## src/rtl/pll_lock_rst_seq_pkg.sv

```systemverilog
`default_nettype none
// ============================================================================
//  Module      : pll_lock_rst_seq_pkg
//  Description : Shared types and helpers for the PLL lock / reset sequencer.
//                Holds the FSM state encoding and the saturating-counter width.
//  Revision    : 1.0  initial release
// ============================================================================
package pll_lock_rst_seq_pkg;

    // Sequencer states; the encoding is fixed so it can be observed externally.
    typedef enum logic [2:0] {
        S_PLLRST    = 3'd0,
        S_WAIT_LOCK = 3'd1,
        S_STABLE    = 3'd2,
        S_RELEASE   = 3'd3,
        S_RUN       = 3'd4
    } state_t;

    // Width of the lock-loss and retry event counters.
    localparam int SAT_W = 8;
    localparam logic [SAT_W-1:0] SAT_MAX = '1;

    // Increment that sticks at the all-ones value instead of wrapping.
    function automatic logic [SAT_W-1:0] sat_inc(input logic [SAT_W-1:0] val);
        return (val == SAT_MAX) ? val : val + SAT_W'(1);
    endfunction

endpackage
`default_nettype wire

```

## src/rtl/pll_lock_rst_seq_cdc_sync.sv

```systemverilog
`default_nettype none
// ============================================================================
//  Module      : cdc_sync_bit
//  Description : Multi-flop single-bit synchronizer with synchronous reset to 0.
//                Latency from d to q is STAGES clock cycles.
//  Revision    : 1.0  initial release
// ============================================================================
module cdc_sync_bit #(
    parameter int STAGES = 2
) (
    input  logic clk,
    input  logic rst,
    input  logic d,
    output logic q
);

    (* ASYNC_REG = "TRUE" *) logic [STAGES-1:0] sync_q;

    // Shift the asynchronous input through the synchronizer chain.
    always_ff @(posedge clk) begin
        if (rst) begin
            sync_q <= '0;
        end else begin
            sync_q <= {sync_q[STAGES-2:0], d};
        end
    end

    assign q = sync_q[STAGES-1];

endmodule
`default_nettype wire

```

## src/rtl/pll_lock_rst_seq.sv

```systemverilog
`default_nettype none
// ============================================================================
//  Module      : pll_lock_rst_seq
//  Description : Qualifies the PLL locked flag, pulses the PLL reset, and
//                releases block resets in a staggered order once lock is
//                stable. Lock loss or lock timeout restarts the whole sequence.
//  Revision    : 1.0  initial release
// ============================================================================
module pll_lock_rst_seq
    import pll_lock_rst_seq_pkg::*;
#(
    parameter int SYNC_STAGES      = 2,
    parameter int PLL_RST_CYC      = 16,
    parameter int LOCK_TIMEOUT_CYC = 65536,
    parameter int LOCK_STABLE_CYC  = 1024,
    parameter int NUM_RST          = 4,
    parameter int STAGGER_CYC      = 16,
    parameter int CNT_W            = 17
) (
    input  logic               sys_clk,
    input  logic               sys_rst,
    input  logic               pll_locked,
    output logic               pll_reset,
    output logic [NUM_RST-1:0] rst_out,
    output logic               ready,
    output logic [SAT_W-1:0]   lock_loss_cnt,
    output logic [SAT_W-1:0]   retry_cnt
);

    // Terminal counter values for each timed state.
    localparam logic [CNT_W-1:0] PLLRST_LAST  = CNT_W'(PLL_RST_CYC - 1);
    localparam logic [CNT_W-1:0] TIMEOUT_LAST = CNT_W'(LOCK_TIMEOUT_CYC - 1);
    // The edge that enters S_STABLE has already seen one locked cycle, so the
    // stable window ends one count earlier than LOCK_STABLE_CYC-1.
    localparam logic [CNT_W-1:0] STABLE_LAST  =
        CNT_W'((LOCK_STABLE_CYC > 1) ? (LOCK_STABLE_CYC - 2) : 0);
    localparam logic [CNT_W-1:0] RELEASE_LAST = CNT_W'((NUM_RST - 1) * STAGGER_CYC);

    state_t           state_q;
    state_t           state_d;
    logic [CNT_W-1:0] cnt_q;
    logic [CNT_W-1:0] cnt_d;
    logic             lock_s;
    logic             timeout_evt;
    logic             loss_evt;

    cdc_sync_bit #(
        .STAGES (SYNC_STAGES)
    ) u_lock_sync (
        .clk (sys_clk),
        .rst (sys_rst),
        .d   (pll_locked),
        .q   (lock_s)
    );

    // Next-state, next-counter and event decode.
    always_comb begin
        state_d     = state_q;
        timeout_evt = 1'b0;
        loss_evt    = 1'b0;
        case (state_q)
            S_PLLRST: begin
                if (cnt_q == PLLRST_LAST) state_d = S_WAIT_LOCK;
            end
            S_WAIT_LOCK: begin
                if (lock_s) begin
                    state_d = S_STABLE;
                end else if (cnt_q == TIMEOUT_LAST) begin
                    state_d     = S_PLLRST;
                    timeout_evt = 1'b1;
                end
            end
            S_STABLE: begin
                if (!lock_s) begin
                    state_d = S_WAIT_LOCK;
                end else if (cnt_q == STABLE_LAST) begin
                    state_d = S_RELEASE;
                end
            end
            S_RELEASE: begin
                if (!lock_s) begin
                    state_d  = S_PLLRST;
                    loss_evt = 1'b1;
                end else if (cnt_q == RELEASE_LAST) begin
                    state_d = S_RUN;
                end
            end
            S_RUN: begin
                if (!lock_s) begin
                    state_d  = S_PLLRST;
                    loss_evt = 1'b1;
                end
            end
            default: state_d = S_PLLRST;
        endcase

        // Counter restarts on every state change and idles at zero in S_RUN.
        if ((state_d != state_q) || (state_q == S_RUN)) begin
            cnt_d = '0;
        end else begin
            cnt_d = cnt_q + CNT_W'(1);
        end
    end

    // State, counter and next-state-decoded status outputs.
    always_ff @(posedge sys_clk) begin
        if (sys_rst) begin
            state_q   <= S_PLLRST;
            cnt_q     <= '0;
            pll_reset <= 1'b1;
            ready     <= 1'b0;
        end else begin
            state_q   <= state_d;
            cnt_q     <= cnt_d;
            pll_reset <= (state_d == S_PLLRST);
            ready     <= (state_d == S_RUN);
        end
    end

    // One sticky register per block reset; bit i drops when the release
    // counter lands on i*STAGGER_CYC and all bits re-assert together.
    for (genvar i = 0; i < NUM_RST; i++) begin : g_rst
        localparam logic [CNT_W-1:0] REL_AT = CNT_W'(i * STAGGER_CYC);
        logic bit_q;

        // Per-bit reset release register.
        always_ff @(posedge sys_clk) begin
            if (sys_rst) begin
                bit_q <= 1'b1;
            end else begin
                case (state_d)
                    S_RELEASE: if (cnt_d == REL_AT) bit_q <= 1'b0;
                    S_RUN:     bit_q <= 1'b0;
                    default:   bit_q <= 1'b1;
                endcase
            end
        end

        assign rst_out[i] = bit_q;
    end

    // Saturating lock-loss and lock-timeout event counters.
    always_ff @(posedge sys_clk) begin
        if (sys_rst) begin
            lock_loss_cnt <= '0;
            retry_cnt     <= '0;
        end else begin
            if (loss_evt)    lock_loss_cnt <= sat_inc(lock_loss_cnt);
            if (timeout_evt) retry_cnt     <= sat_inc(retry_cnt);
        end
    end

endmodule
`default_nettype wire

```

## config.mk

```make
export PLATFORM = sky130hd
export DESIGN_NAME = pll_lock_rst_seq
export DESIGN_NICKNAME = d
export VERILOG_FILES = /design/src/rtl/pll_lock_rst_seq_pkg.sv /design/src/rtl/pll_lock_rst_seq_cdc_sync.sv /design/src/rtl/pll_lock_rst_seq.sv
export SDC_FILE = /design/constraint.sdc
export NUM_CORES = 1
export LEC_CHECK = 0
export ABC_AREA = 1
export CORE_ASPECT_RATIO = 0.75
export CORE_MARGIN = 2
export CORE_UTILIZATION = 25
export CTS_BUF_LIST = sky130_fd_sc_hd__clkbuf_4 sky130_fd_sc_hd__clkbuf_8
export CTS_CLUSTER_DIAMETER = 120
export CTS_CLUSTER_SIZE = 30
export DETAILED_ROUTE_END_ITERATION = 8
export DONT_BUFFER_PORTS = 1
export PLACE_DENSITY = 0.46
export SLEW_MARGIN = 20
export SYNTH_ARGS = -nofsm -noshare
export SYNTH_HDL_FRONTEND = slang
export SYNTH_SLANG_ARGS = --single-unit
```

## constraint.sdc

```tcl
create_clock -name sys_clk -period 3.35 [get_ports sys_clk]
set_input_delay 0.335 -clock sys_clk [delete_from_list [all_inputs] [get_ports sys_clk]]
set_output_delay 0.335 -clock sys_clk [all_outputs]
set_load 0.005 [all_outputs]
```

### After elaboration in Yosys (flattened, before gate mapping)

Cells that the tools add are included.

| cells by class | value |
|---|---|
| $add $sub $neg | 3 |
| eq/ne operators | 20 |
| mux-type cells | 23 |
| bitwise operators | 2 |
| reduce and logical (&&, ||, !) cells | 7 |

Operator list:

| operator | count |
|---|---|
| $eq A17 B6 Y1 const B | 3 |
| $mux W3 | 8 |
| $add A17 B1 Y17 const B | 1 |
| $eq A17 B10 Y1 const B | 1 |
| $eq A17 B16 Y1 const B | 1 |
| $eq A17 B4 Y1 const B | 1 |
| $eq A17 B5 Y1 const B | 1 |
| $logic_not A17 Y1 | 1 |
| $mux W17 | 1 |
| $add A8 B1 Y8 const B | 2 |
| $eq A8 B8 Y1 const B | 2 |
| $pmux W3 S5 | 1 |
| $eq A3 B2 Y1 const B | 3 |
| $mux W1 | 9 |
| $ne A2 B2 Y1 const B | 4 |
| $pmux W1 S2 | 4 |
| $eq A3 B3 Y1 const B | 2 |
| $logic_not A3 Y1 | 2 |
| $reduce_and A2 Y1 | 2 |
| $eq A3 B1 Y1 const B | 1 |
| $ne A3 B3 Y1 | 1 |
| $not A1 Y1 | 2 |
| $reduce_or A2 Y1 | 1 |
| $logic_or A1 B1 Y1 | 1 |

| storage, ports and cells | value |
|---|---|
| register bits | 44 |
| input port bits | 3 |
| output and inout bits | 22 |
| logic and storage cells | 66 |

### Depth between registers and ports, before layout

| depth | value |
|---|---|
| depth in word-level cells | 10 |
| depth in mapped cells | 25 |
| mapped depth without buffers | 25 |

### Cells and area by module

A second synthesis with hierarchy kept.

| unflattened totals | value |
|---|---|
| cells, all modules | 356 |
| area, all modules | 2,466.1 µm² |

By module, submodules not included:

| module | instances | cells an instance | area each (µm²) | sequential area each (µm²) |
|---|---|---|---|---|
| pll_lock_rst_seq | 1 | 350 | 2,411.1 | 840.8 |
| cdc_sync_bit | 1 | 6 | 55.1 | 40.0 |

### Worst setup path after synthesis

OpenSTA, ideal clock, no wires.

| path | value |
|---|---|
| kind | register to register |
| from | register cnt_q[1] |
| to | register g_rst[0].bit_q |
| arrival time | 2.642 ns |
| path slack | 0.586 ns |
| cell stages (with the launch flop) | 24 |
| period minus slack after synthesis | 2.764 ns |
| cells stage by stage | dfxtp_1 ha_1 nand2_1 inv_1 nand3_1 nor2_2 nand2_1 nor2_1 nand2_1 nor2_1 and3_1 ha_1 nor2_1 nand3b_1 nand4_4 nor2_4 nor2_4 buf_6 o21ai_2 nand2_2 nor2_4 nand2_1 nand2_1 nand2_1 |

| between the ends | value |
|---|---|
| cells in the longest elaborated chain, start to end | 9 |
| elaborated cells on any way between the ends | 21 |
| those cells by class | add/sub (1); eq/ne (8); mux (10); reduce/logical (2) |

RTL lines:

| item | line | source |
|---|---|---|
| start: declaration | pll_lock_rst_seq.sv:41 | `logic [CNT_W-1:0] cnt_q;` |
| start signal: assignment | pll_lock_rst_seq.sv:114 | `cnt_q <= cnt_d;` |
| $eq A17 B6 Y1 (tied with other cells) | pll_lock_rst_seq.sv:84 | `end else if (cnt_q == RELEASE_LAST) begin` |
| $mux W3, on equally long branches | pll_lock_rst_seq.sv:84, pll_lock_rst_seq.sv:68, pll_lock_rst_seq.sv:76 |  |
| $mux W3, on equally long branches | pll_lock_rst_seq.sv:81, pll_lock_rst_seq.sv:66, pll_lock_rst_seq.sv:74 |  |
| $pmux W3 S5 | pll_lock_rst_seq.sv:61 | `case (state_q)` |
| $ne A3 B3 Y1 | pll_lock_rst_seq.sv:98 | `if ((state_d != state_q) \|\| (state_q == S_RUN)) begin` |
| $logic_or A1 B1 Y1 | pll_lock_rst_seq.sv:98 |  |
| $mux W17 | pll_lock_rst_seq.sv:98 |  |
| $logic_not A17 Y1 | pll_lock_rst_seq.sv:132 | `S_RELEASE: if (cnt_d == REL_AT) bit_q <= 1'b0;` |
| $ne A2 B2 Y1 (no source line) | n/a |  |
| end signal: assignment | pll_lock_rst_seq.sv:132 |  |
| end signal: assignment | pll_lock_rst_seq.sv:133 | `S_RUN: bit_q <= 1'b0;` |
| end signal: assignment | pll_lock_rst_seq.sv:134 | `default: bit_q <= 1'b1;` |
| end: declaration | pll_lock_rst_seq.sv:124 | `logic bit_q;` |

Several ways; a longest one is shown, not always the timed one.
A chain may end at the register's enable or synchronous reset.

### Final worst setup path

| path | value |
|---|---|
| from | register cnt_q[0] |
| to | register g_rst[0].bit_q |

Same word-level chain as after synthesis.

==> flow_metrics.env <==
export IMPL_fin_tns_setup_ns=0
export IMPL_syn_to_final_growth_pct=14.68
export IMPL_period_minus_slack_ns=3.027
export IMPL_clk_latency_ns=0.30
export IMPL_fmax_mhz=330.3
export IMPL_yosysWarnings=0
export IMPL_synthTopCellsByArea="dfxtp_1 36%, nand2_1 11%, nor2_1 8.8%"
export IMPL_numCtsBuffers=5
export IMPL_dp_cells=489
export IMPL_grt_pass1_wl_mm=9.922
export IMPL_wirelength_mm=5.680
export IMPL_ys_ff_latch=44
export IMPL_drt_iter0_markers=124
export IMPL_grt_pass1_vias=2009
export IMPL_grt_max_degree=33
export IMPL_drc=0
export IMPL_synth_area_um2=2421
export IMPL_endpoint_kind="flip-flop"
export IMPL_syn_inst=358
export IMPL_rsz0062_at_grt="no"
export IMPL_htreeDepth=2
export IMPL_status="finished clean"
export IMPL_port_buffer_count=0
export IMPL_initial_core_util_pct=25.37
export IMPL_cts_sinks=44
export IMPL_nets=378
export IMPL_ant_nets=0
export IMPL_final_cell_area_um2=2776
export IMPL_drive_above_1_share_pct=13.78
export IMPL_place_congestion=0.8399
export IMPL_leakage_nw=1.230
export IMPL_cp_arrival_ns=3.22
export IMPL_num_io_pins=25
export IMPL_critPathKind="flip-flop to flip-flop"
export IMPL_firstDrtPassIters=4
export IMPL_required_ns=3.54
export IMPL_antenna_found_initial=0
export IMPL_clockRootBuffer="clkbuf_8"
export IMPL_ctsHoldBuffers=0
export IMPL_dieArea_um2=10500
export IMPL_setup_viol_count_final=0
export IMPL_powerDensity_nw_per_um2=354.6
export IMPL_tightestPinTransition_ns=0.3952
export IMPL_die_w_um=117.6
export IMPL_synth_fp_nets=367
export IMPL_multi_input_area_um2=1287
export IMPL_via_per_inst=4.237
export IMPL_grtUsageTotal_pct=11.81
export IMPL_slew_viol_final=0
export IMPL_startpoint_type="flip-flop"
export IMPL_dp_hpwl_mm=4.285
export IMPL_fin_util_pct=29.10
export IMPL_via_count=2127
export IMPL_clk_pin_slew_worst_paths_ns=0.09
export IMPL_timing_hold_ws_ns=0.1002
export IMPL_fin_cells=502
export IMPL_cts_buffer_depth=2
export IMPL_yosysUniqueCellTypes=37
export IMPL_seq_area_frac_synth_pct=36.38
export IMPL_coreArea_um2=9542
export IMPL_relSlewSlack_pct=73.41
export IMPL_dpl_cell_area_um2=2589
export IMPL_cap_violations=0
export IMPL_fin_crit_sh_pct=90.37
export IMPL_min_path_type="input port to flip-flop"
export IMPL_path_max_fanout=8
export IMPL_n_fill_cell=1084
export IMPL_post_drt_wl_per_cell_um=11.31
export IMPL_num_rows=31
export IMPL_peakVddDrop_mv=0.1031
export IMPL_yosysTopAreaCell="dfxtp_1"
export IMPL_die_height_um=89.23
export IMPL_overflow=0
export IMPL_antenna_cells=0
export IMPL_cts_tree="built"
export IMPL_synth_top_area_share_pct=36.38
export IMPL_finClkSkew_ns=0.007759
export IMPL_register_area_um2=884.6
export IMPL_syn_area_per_cell_um2=6.763
export IMPL_hold_viol_final=0
==> timing repair <==
| item | CTS | global route |
|---|---|---|
| resized for setup | 0 | 8 |
| endpoints found under the setup margin | 0 | 6 |
| buffers inserted | 0 | 5 |
==> critical path, stage by stage (launching register included) <==
cell and delay [ns]:
dfxtp_2 0.38, ha_4 0.15, nand2_1 0.09, inv_1 0.07, nand3_1 0.09, nor2_2 0.15, nand2_1 0.07, nor2_2 0.09
nand2_1 0.08, nor2_2 0.11, and3_1 0.19, ha_1 0.18, nor2_1 0.05, nand3b_1 0.12, nand4_4 0.15, nor2_4 0.17
nor2_4 0.07, buf_12 0.13, buf_4 0.12, o21ai_2 0.06, nand2_2 0.09, nor2_4 0.14, nand2_1 0.07, nand2_1 0.05
nand2_1 0.04
==> cell usage after synthesis (all sizes together) <==
| cell type | n |
|---|---|
| clkbuf | 2 |
| xnor2 | 1 |
| o21bai | 1 |
| ha | 6 |
| buf | 7 |
| a211oi | 1 |
| and3 | 3 |
| nor4 | 9 |
| dfxtp | 44 |
| o21ai | 15 |
| nor3 | 13 |
| nand2 | 79 |
| nor3b | 1 |
| a221oi | 1 |
| nor2 | 64 |
| clkinv | 2 |
| a21oi | 13 |
| nand4 | 8 |
| nand3 | 20 |
| o21a | 1 |
| or2 | 2 |
| inv | 56 |
| nand3b | 1 |
| xor2 | 8 |
==> per-layer routing <==
metal	track usage (%)	up-vias	routed length, um
met2	16.91	45	2090
li1	-	1149	-
met4	3.286	0	48
met5	0	-	0
met1	17.11	928	3247
met3	3.508	5	293
==> through the flow <==
step,power [mW],setup WS (ns)
floorplan,0.5701,0.5856
global placement,0.5748,0.1895
detailed placement,0.5741,0.08169
CTS,0.9956,0.06513
global route,1.032,0.006904
finish,0.9846,0.3225
==> sequential cells by signal, indices dropped and copies added (netlist names) <==
register	flops
state_q	3
lock_loss_cnt	8
cnt_q	17
g_rst.bit_q	4
ready	1
pll_reset	1
u_lock_sync.sync_q	2
retry_cnt	8
==> cells in the final DEF (no fill, tap or decap), types with 5 or more instances in the layout <==
master,n
a21oi_1,12
buf_4,12
clkbuf_8,5
dfxtp_1,41
ha_1,5
inv_1,53
nand2_1,74
nand3_1,20
nand4_1,7
nor2_1,55
nor2_2,6
nor3_1,11
nor4_1,9
o21ai_0,9
xor2_1,8
==> cells by family after synthesis <==
| logic type | share of synthesized area, % |
|---|---|
| xor gates and xnor gates | 3.256 |
| adders and majority gates | 3.101 |
| buffers and inverters | 11.37 |
| AOI/OAI and AO/OA | 7.701 |
| DFF | 36.38 |
| and+or+nand+nor | 38.19 |
==> worst paths after layout <==
path | from | end | slack, ns | cells after the start
setup / recovery | cnt_q[0]$_SDFF_PP0_ | g_rst[0].bit_q$_SDFFE_PP1P_ | 0.32 | 24
hold reg to reg | u_lock_sync.sync_q[0]$_SDFF_PP0_ | u_lock_sync.sync_q[1]$_SDFF_PP0_ | 0.41 | 2
hold / removal | sys_rst | cnt_q[5]$_SDFF_PP0_ | 0.10 | 1
setup reg to reg | cnt_q[0]$_SDFF_PP0_ | g_rst[0].bit_q$_SDFFE_PP1P_ | 0.32 | 24
==> power breakdown <==
| group | internal (mW) | switching [mW] |
|---|---|---|
| sequential | 0.527 | 0.00456 |
| clock | 0.230 | 0.191 |
| combinational | 0.0126 | 0.0197 |
| total | 0.770 | 0.215 |
==> cell type report <==
| type | count | share of cell area [%] |
|---|---|---|
| multi-input cells | 247 | 46.37 |
| well taps | 132 | 5.949 |
| clock inverters | 2 | 1.262 |
| flip-flops and latches | 44 | 31.86 |
| clock buffers | 6 | 2.749 |
| repair buffers | 13 | 3.966 |
| inverters | 58 | 7.841 |
Power figures use the tool's default switching activity.
